**config.mk**
```make
export PLATFORM = sky130hd
export DESIGN_NAME = gate_reduce_pipe
export DESIGN_NICKNAME = d
export VERILOG_FILES = /design/src/rtl/gate_reduce_pipe.sv
export SDC_FILE = /design/constraint.sdc
export NUM_CORES = 1
export LEC_CHECK = 0
export ABC_AREA = 0
export CAP_MARGIN = 25
export CORE_MARGIN = 2
export CORE_UTILIZATION = 49
export CTS_BUF_LIST = sky130_fd_sc_hd__clkbuf_4 sky130_fd_sc_hd__clkbuf_8
export DETAILED_ROUTE_END_ITERATION = 8
export MAX_ROUTING_LAYER = met4
export PLACE_DENSITY = 0.76
export SLEW_MARGIN = 20
export SYNTH_ARGS = -nofsm -noshare
export SYNTH_HDL_FRONTEND = slang
export SYNTH_SLANG_ARGS = --single-unit
```
**constraint.sdc**
```tcl
create_clock -name CK -period 1.45 [get_ports CK]
set_clock_uncertainty 0.15 [all_clocks]
set_input_delay 0.145 -clock CK [delete_from_list [all_inputs] [get_ports CK]]
set_output_delay 0.145 -clock CK [all_outputs]
set_load 0.01 [all_outputs]
```
**src/rtl/gate_reduce_pipe.sv**
```systemverilog
// Pipelined N-input reduction gate (NOR/OR/AND/NAND/XOR/XNOR) built as a
// registered tree of bounded fan-in; function and valid travel with each sample.
module gate_reduce_pipe #(
  parameter int WIDTH = 7,
  parameter int FANIN = 4
) (
  input  logic             CK,
  input  logic             RN,
  input  logic             CE,
  input  logic             VI,
  input  logic [2:0]       FN,
  input  logic [WIDTH-1:0] A,
  output logic             VO,
  output logic             ZN0
);

  function automatic int calc_levels();
    int l;
    int p;
    l = 0;
    p = 1;
    for (int unsigned i = 0; i < 32; i++) begin
      if (p < WIDTH) begin
        p = p * FANIN;
        l = l + 1;
      end
    end
    return l;
  endfunction

  function automatic int lvl_width(int unsigned k);
    int w;
    w = WIDTH;
    for (int unsigned i = 0; i < 32; i++) begin
      if (i < k) w = (w + FANIN - 1) / FANIN;
    end
    return w;
  endfunction

  function automatic int lvl_off(int unsigned k);
    int o;
    o = 0;
    for (int unsigned i = 0; i < 32; i++) begin
      if (i < k) o = o + lvl_width(i);
    end
    return o;
  endfunction

  localparam int LEVELS = calc_levels();
  // All stages packed into one vector: stage k occupies lvl_width(k) bits at lvl_off(k).
  localparam int TOTAL  = lvl_off(LEVELS + 1);

  logic [TOTAL-1:0]    data_q;
  logic [TOTAL-1:0]    data_d;
  logic [3*LEVELS-1:0] fn_q;
  logic [3*LEVELS-1:0] fn_d;
  logic [LEVELS:0]     vld_q;

  assign data_d[WIDTH-1:0] = A;

  if (LEVELS == 1) begin : g_fn_one
    assign fn_d = FN;
  end else begin : g_fn_many
    assign fn_d = {fn_q[3*LEVELS-4:0], FN};
  end

  for (genvar k = 1; k <= LEVELS; k++) begin : g_lvl
    localparam int IW = lvl_width(k - 1);
    localparam int OW = lvl_width(k);
    localparam int IO = lvl_off(k - 1);
    localparam int OO = lvl_off(k);
    localparam bit LAST = (k == LEVELS);

    logic [2:0] fn;
    logic       and_cls;
    logic       xor_cls;
    logic       inv;

    assign fn      = fn_q[3*(k-1) +: 3];
    assign and_cls = (fn == 3'd2) || (fn == 3'd3);
    assign xor_cls = (fn == 3'd4) || (fn == 3'd5);
    assign inv     = LAST && !((fn == 3'd1) || (fn == 3'd2) || (fn == 3'd4));

    for (genvar n = 0; n < OW; n++) begin : g_node
      logic [FANIN-1:0] bits;
      logic             r;
      // Missing inputs of a partial node take the identity of the base operation.
      for (genvar i = 0; i < FANIN; i++) begin : g_in
        if (n * FANIN + i < IW) begin : g_real
          assign bits[i] = data_q[IO + n*FANIN + i];
        end else begin : g_pad
          assign bits[i] = and_cls;
        end
      end
      assign r = and_cls ? (&bits) : (xor_cls ? (^bits) : (|bits));
      assign data_d[OO + n] = r ^ inv;
    end
  end

  always_ff @(posedge CK or negedge RN) begin
    if (!RN) begin
      data_q <= '0;
      fn_q   <= '0;
      vld_q  <= '0;
    end else if (CE) begin
      data_q <= data_d;
      fn_q   <= fn_d;
      vld_q  <= {vld_q[LEVELS-1:0], VI};
    end
  end

  assign VO  = vld_q[LEVELS];
  assign ZN0 = data_q[TOTAL-1];

endmodule
```
# After elaboration in Yosys (flattened, before gate mapping)
# Index checks and enable logic that the tools add are counted.
[word_totals]
regBits = 19
latch_bits = 0
ramBits = 0
rom_bits = 0
inputBits = 14
out_inout_bits = 2
elab_cells = 35
memories = 0
[op_classes]
addsub = 0
multipliers = 0
div_mod_pow = 0
n_lt_le_gt_ge = 0
eq_ne = 9
shift = 0
muxes = 6
bitwise_logic = 1
n_reduce_logical = 16
[op_table]
columns = ["op", "n"]
rows = [
  ["3-bit by 2-bit == test with 1-bit output, second input constant", 4],
  ["3-bit == test, second input constant", 4],
  ["4-bit XOR reduction", 3],
  ["4-bit AND reduction", 2],
  ["4-bit OR reduction", 2],
  ["1-bit logical OR", 6],
  ["1-bit 2-to-1 mux", 6],
  ["3-bit by 1-bit == test with 1-bit output, second input constant", 1],
  ["3-bit AND reduction", 1],
  ["3-bit OR reduction", 1],
  ["1-bit zero test", 1],
  ["1-bit bitwise XOR", 1],
]

# Longest topological paths before layout
[depth]
word_depth = 6
depth_mapped = 6
ltp_nobuf = 6

# Worst setup path before layout
# OpenSTA, ideal clock, no wires.
[synth_path]
kind = "register to register"
from = "register fn_q[1]"
to = "register data_q[8]"
setup_ns = 0.137
arrival_time_ns = 1.295
t_required_ns = 1.163
path_slack_ns = -0.132
path_stages_with_launch = 7
path_buffers = 0
synth_period_minus_slack_ns = 1.582
path_cell_list = "dfrtp_1 nor2b_4 inv_1 ha_1 xor2_1 o211ai_1 a31oi_1"
[synth_between]
elab_chain_cells = 5
elab_cells_between_ends = 11
cone_classes = "eq/ne (4); mux (2); reduce/logical (5)"
[synth_lines]
columns = ["element", "line", "text"]
rows = [
  ["start: declaration", "55", "logic [3*LEVELS-1:0] fn_q;"],
  ["start signal: assignment", "107", "fn_q <= fn_d;"],
  ["3-bit by 2-bit == test with 1-bit output", "80", "assign and_cls = (fn == 3'd2) || (fn == 3'd3);"],
  ["1-bit logical OR", "80", ""],
  ["4-bit OR reduction or 4-bit XOR reduction (tied branches)", "95", "assign r = and_cls ? (&bits) : (xor_cls ? (^bits) : (|bits));"],
  ["1-bit 2-to-1 mux", "95", ""],
  ["1-bit 2-to-1 mux *", "95", ""],
  ["end signal: assignment", "106", "data_q <= data_d;"],
  ["end: declaration", "53", "logic [TOTAL-1:0] data_q;"],
]
# Mark *: on every way between the ends. The rest lies on a longest branch, timed or not.
# A chain may end at the register's enable or synchronous reset.

# Worst setup path in the final report
[layout_path]
from = "register data_q[7]"
to = "register data_q[9]"
[layout_between]
elab_chain_cells = 4
elab_cells_between_ends = 6
cone_classes = "mux (2); bitwise (1); reduce/logical (3)"
[layout_lines]
columns = ["element", "line", "text"]
rows = [
  ["4-bit XOR reduction or 3-bit OR reduction (tied branches)", "95", ""],
  ["1-bit 2-to-1 mux", "95", ""],
  ["1-bit 2-to-1 mux *", "95", ""],
  ["1-bit bitwise XOR *", "96", "assign data_d[OO + n] = r ^ inv;"],
]
# Marked as above.

==> impl_metrics.py <==
metrics = {
    "job": {
        "max_cap_viol_count": 0,
    },
    "floorplanning": {
        "fp.coreArea_um2": 1940,
        "rows": 16,
        "initial_core_util": 0.512,
        "fp.dieArea_um2": 2410,
        "die_w_um": 49.1,
        "die-height_um": 49.1,
        "io-pin-count": 16,
    },
    "power": {
        "p_leak_nw": 0.609,
        "powerDensity_nw_per_um2": 994,
        "peakVddDrop_uv": 779,
    },
    "global_routing": {
        "grt_pass1_wl_um": 3250,
        "grt_pass1_vias": 725,
        "antenna_found_initial": 0,
        "grt_overflow_total": 0,
        "grt_util_all_layers": 0.186,
        "grt_max_degree": 24,
    },
    "status": {
        "status": "finished, violations left",
        "violations": "setup timing",
    },
    "setup_path": {
        "endpoint_kind": "flop",
        "worst_r2r_endpoint": "data_q[9]",
        "startpoint": "data_q[7]",
        "r2r_cells": 5,
        "cp.required_ns": 1.50,
        "crit_arrival_ns": 1.54,
        "crit_path_start_kind": "flop",
        "rrSetupSlack_ns": -0.04,
        "r2r-start": "data_q[7]",
        "crit_type": "flop to flop",
        "cp_max_fo": 3,
    },
    "synthesis": {
        "synth-edff-count": 0,
        "synth_top_family_by_area": "adder cells",
        "synth_top_area_cell": "dfrtp_1",
        "synth_seq_cells": 19,
        "synth-adder-area-share": 0.126,
        "synth-xor-area-share": 0.0352,
        "synthSimpleGateAreaFrac": 0.0906,
        "synth_area_um2": 995,
        "synth-main-ff-cell": "dfrtp_1",
        "synth_compound_area_frac": 0.122,
        "synth_top_area_frac": 0.478,
        "ys_async_sr_fraction": 1.00,
        "syn_nets": 116,
        "synth_mux_area_frac": 0.0906,
        "synth.distinct_cells": 26,
        "ys_warn_count": 0,
        "synth.area.top_cells": "dfrtp_1, ha_1, inv_1",
        "netlist_instances": 92,
        "syn_area_per_cell_um2": 10.8,
        "ys_seq_area_frac": 0.478,
    },
    "finish": {
        "diodes": 0,
        "fill_cells": 169,
        "drive_gt1_frac": 0.207,
        "multi_input_area_um2": 495,
        "area_delta_synth_final_pct": 30.4,
        "nNetsFinal": 141,
        "seq_area_um2": 475,
    },
    "clocking": {
        "cts_buffers": 3,
        "cts.sinks": 19,
        "clock_latency_ns": 0.30,
        "cts_root_buffer": "clkbuf_4",
        "clk_pin_slew_ns": 0.11,
        "htree_levels": 1,
        "cts_hold_buf": 0,
        "clock_path_buffers": 2,
        "cts_tree": "done",
    },
    "placed_design": {
        "gp_congestion": 0.685,
        "dp_hpwl_um": 1380,
        "post-place-ws_ns": -0.0765,
        "io_buffers": 15,
    },
    "drt": {
        "drc": 0,
        "wl_per_cell_um": 13.2,
        "drt_pass1_iterations": 4,
        "wirelength_um": 1890,
        "drt_first_iter_violations": 6,
        "viasPerCell": 5.08,
        "vias": 727,
        "antenna_left": 0,
    },
    "timing": {
        "final.setup.worst_slack_ns": -0.0431,
        "finalMaxSlewViolations": 0,
        "tightest_slew_ns": 0.249,
        "max_freq_ghz": 0.670,
        "rsz0062_at_grt": "yes",
        "fin_crit_sh": 1.03,
        "slew_headroom": 0.834,
        "finalSetupViolCount": 2,
        "setup_tns_ns": -0.0642,
        "final.min_clock_period_ns": 1.49,
        "timing.final.hold_violations": 0,
    },
    "min_path": {
        "min_path_type": "input port to asynchronous set/reset pin",
    },
}
-- per-stage QoR --
| step | area, um2 | power, mW | hold WS [ns] | util | instances |
|---|---|---|---|---|---|
| after CTS | 1260 | 1.28 | 0.0187 | 0.651 | 141 |
| after global routing | 1300 | 1.38 | 0.0405 | 0.668 | 143 |
| after global placement | 1220 | 0.983 | 0.312 | 0.630 | 137 |
| after detailed placement | 1220 | 1.01 | 0.330 | 0.630 | 137 |
| final | 1300 | 1.29 | 0.0133 | 0.668 | 143 |
| after floorplan | 995 | 0.857 | -0.301 | - | 92 |
-- how the worst max path moves through the flow --
stage | end | slack [ns] | depth (start not counted)
floorplan | data_q[8] | -0.13 | 6
CTS | data_q[9] | -0.06 | 5
global route | data_q[9] | -0.11 | 5
global placement | data_q[8] | -0.04 | 6
finish | data_q[9] | -0.04 | 5
detailed placement | data_q[8] | -0.08 | 6
-- worst max-delay path, stage by stage (launching register included) --
cell     delay [ns]
dfrtp_1        0.39
inv_1          0.05
ha_1           0.29
xnor2_1        0.13
a31oi_1        0.10
a32o_1         0.28
-- what timing repair did --
action | in CTS | in global routing
gates resized for setup | 5 | 4
endpoints found under the setup margin | 4 | 3
setup buffers | 0 | 2
pin swaps | 4 | 4
-- cells in the mapped netlist (2+ instances only) --
| library cell | n |
|---|---|
| mux2_2 | 4 |
| xor2_1 | 3 |
| nand2_1 | 8 |
| a31oi_1 | 4 |
| o21ai_0 | 8 |
| ha_1 | 10 |
| mux2_1 | 4 |
| nor2_1 | 2 |
| inv_1 | 12 |
| dfrtp_1 | 19 |
| nor2b_1 | 2 |
| clkbuf_1 | 2 |
-- state kept, by name, summed over array words and instances (netlist names) --
register and flops:
data_q 10, fn_q 6, vld_q 3
-- placed cells by master (no fill, tap or decap) --
| cell | n |
|---|---|
| a211o_1 | 1 |
| a21oi_1 | 1 |
| a31oi_1 | 4 |
| a32o_1 | 1 |
| a32oi_1 | 1 |
| and3_1 | 1 |
| and3b_1 | 1 |
| buf_12 | 1 |
| buf_4 | 7 |
| clkbuf_4 | 3 |
| clkdlybuf4s50_1 | 13 |
| clkinv_2 | 1 |
| dfrtp_1 | 19 |
| dlygate4sd2_1 | 2 |
| ha_1 | 7 |
| ha_2 | 1 |
| ha_4 | 2 |
| inv_1 | 9 |
| inv_2 | 3 |
| mux2_1 | 4 |
| mux2_2 | 4 |
| nand2_1 | 8 |
| nand3_1 | 1 |
| nor2_1 | 2 |
| nor2b_1 | 2 |
| nor2b_4 | 1 |
| nor4_2 | 1 |
| o211ai_1 | 1 |
| o21ai_0 | 8 |
| o21bai_1 | 1 |
| o31a_1 | 1 |
| xnor2_1 | 1 |
| xor2_1 | 3 |
-- final cells by class --
class | instances | share of cell area
clock buffers | 3 | 0.0174
clock inverters | 1 | 0.00386
inverters | 12 | 0.0347
multi-input cells | 58 | 0.382
flip-flops and latches | 19 | 0.366
well taps | 27 | 0.0260
repair buffers | 23 | 0.170
-- power breakdown --
part | switching [mW] | total (mW) | internal [mW] | leakage, nW
Combinational | 0.158 | 0.361 | 0.203 | 0.366
Clock | 0.170 | 0.273 | 0.103 | 0.0177
Sequential | 0.0566 | 0.656 | 0.599 | 0.225
Total | 0.384 | 1.29 | 0.906 | 0.609
-- per-layer routing --
| layer | routed length (um) | global-route usage | up-vias | share of wire |
|---|---|---|---|---|
| met3 | 34 | 0.0276 | 4 | 0.018 |
| met4 | 27 | 0.0714 | 0 | 0.014 |
| li1 | - | - | 361 | - |
| met2 | 1060 | 0.317 | 8 | 0.56 |
| met5 | 0 | - | - | 0 |
| met1 | 774 | 0.222 | 354 | 0.41 |
-- kinds of logic (layout without fill, tap and decap cells) --
family          after synthesis  in the layout
flops                        19             19
fa+ha+maj                    10             10
buf+inv                      15             39
simple gates                 17             17
xor+xnor                      4              4
mux                           8              8
compound gates               19             19
(Power assumes the default switching activity.)
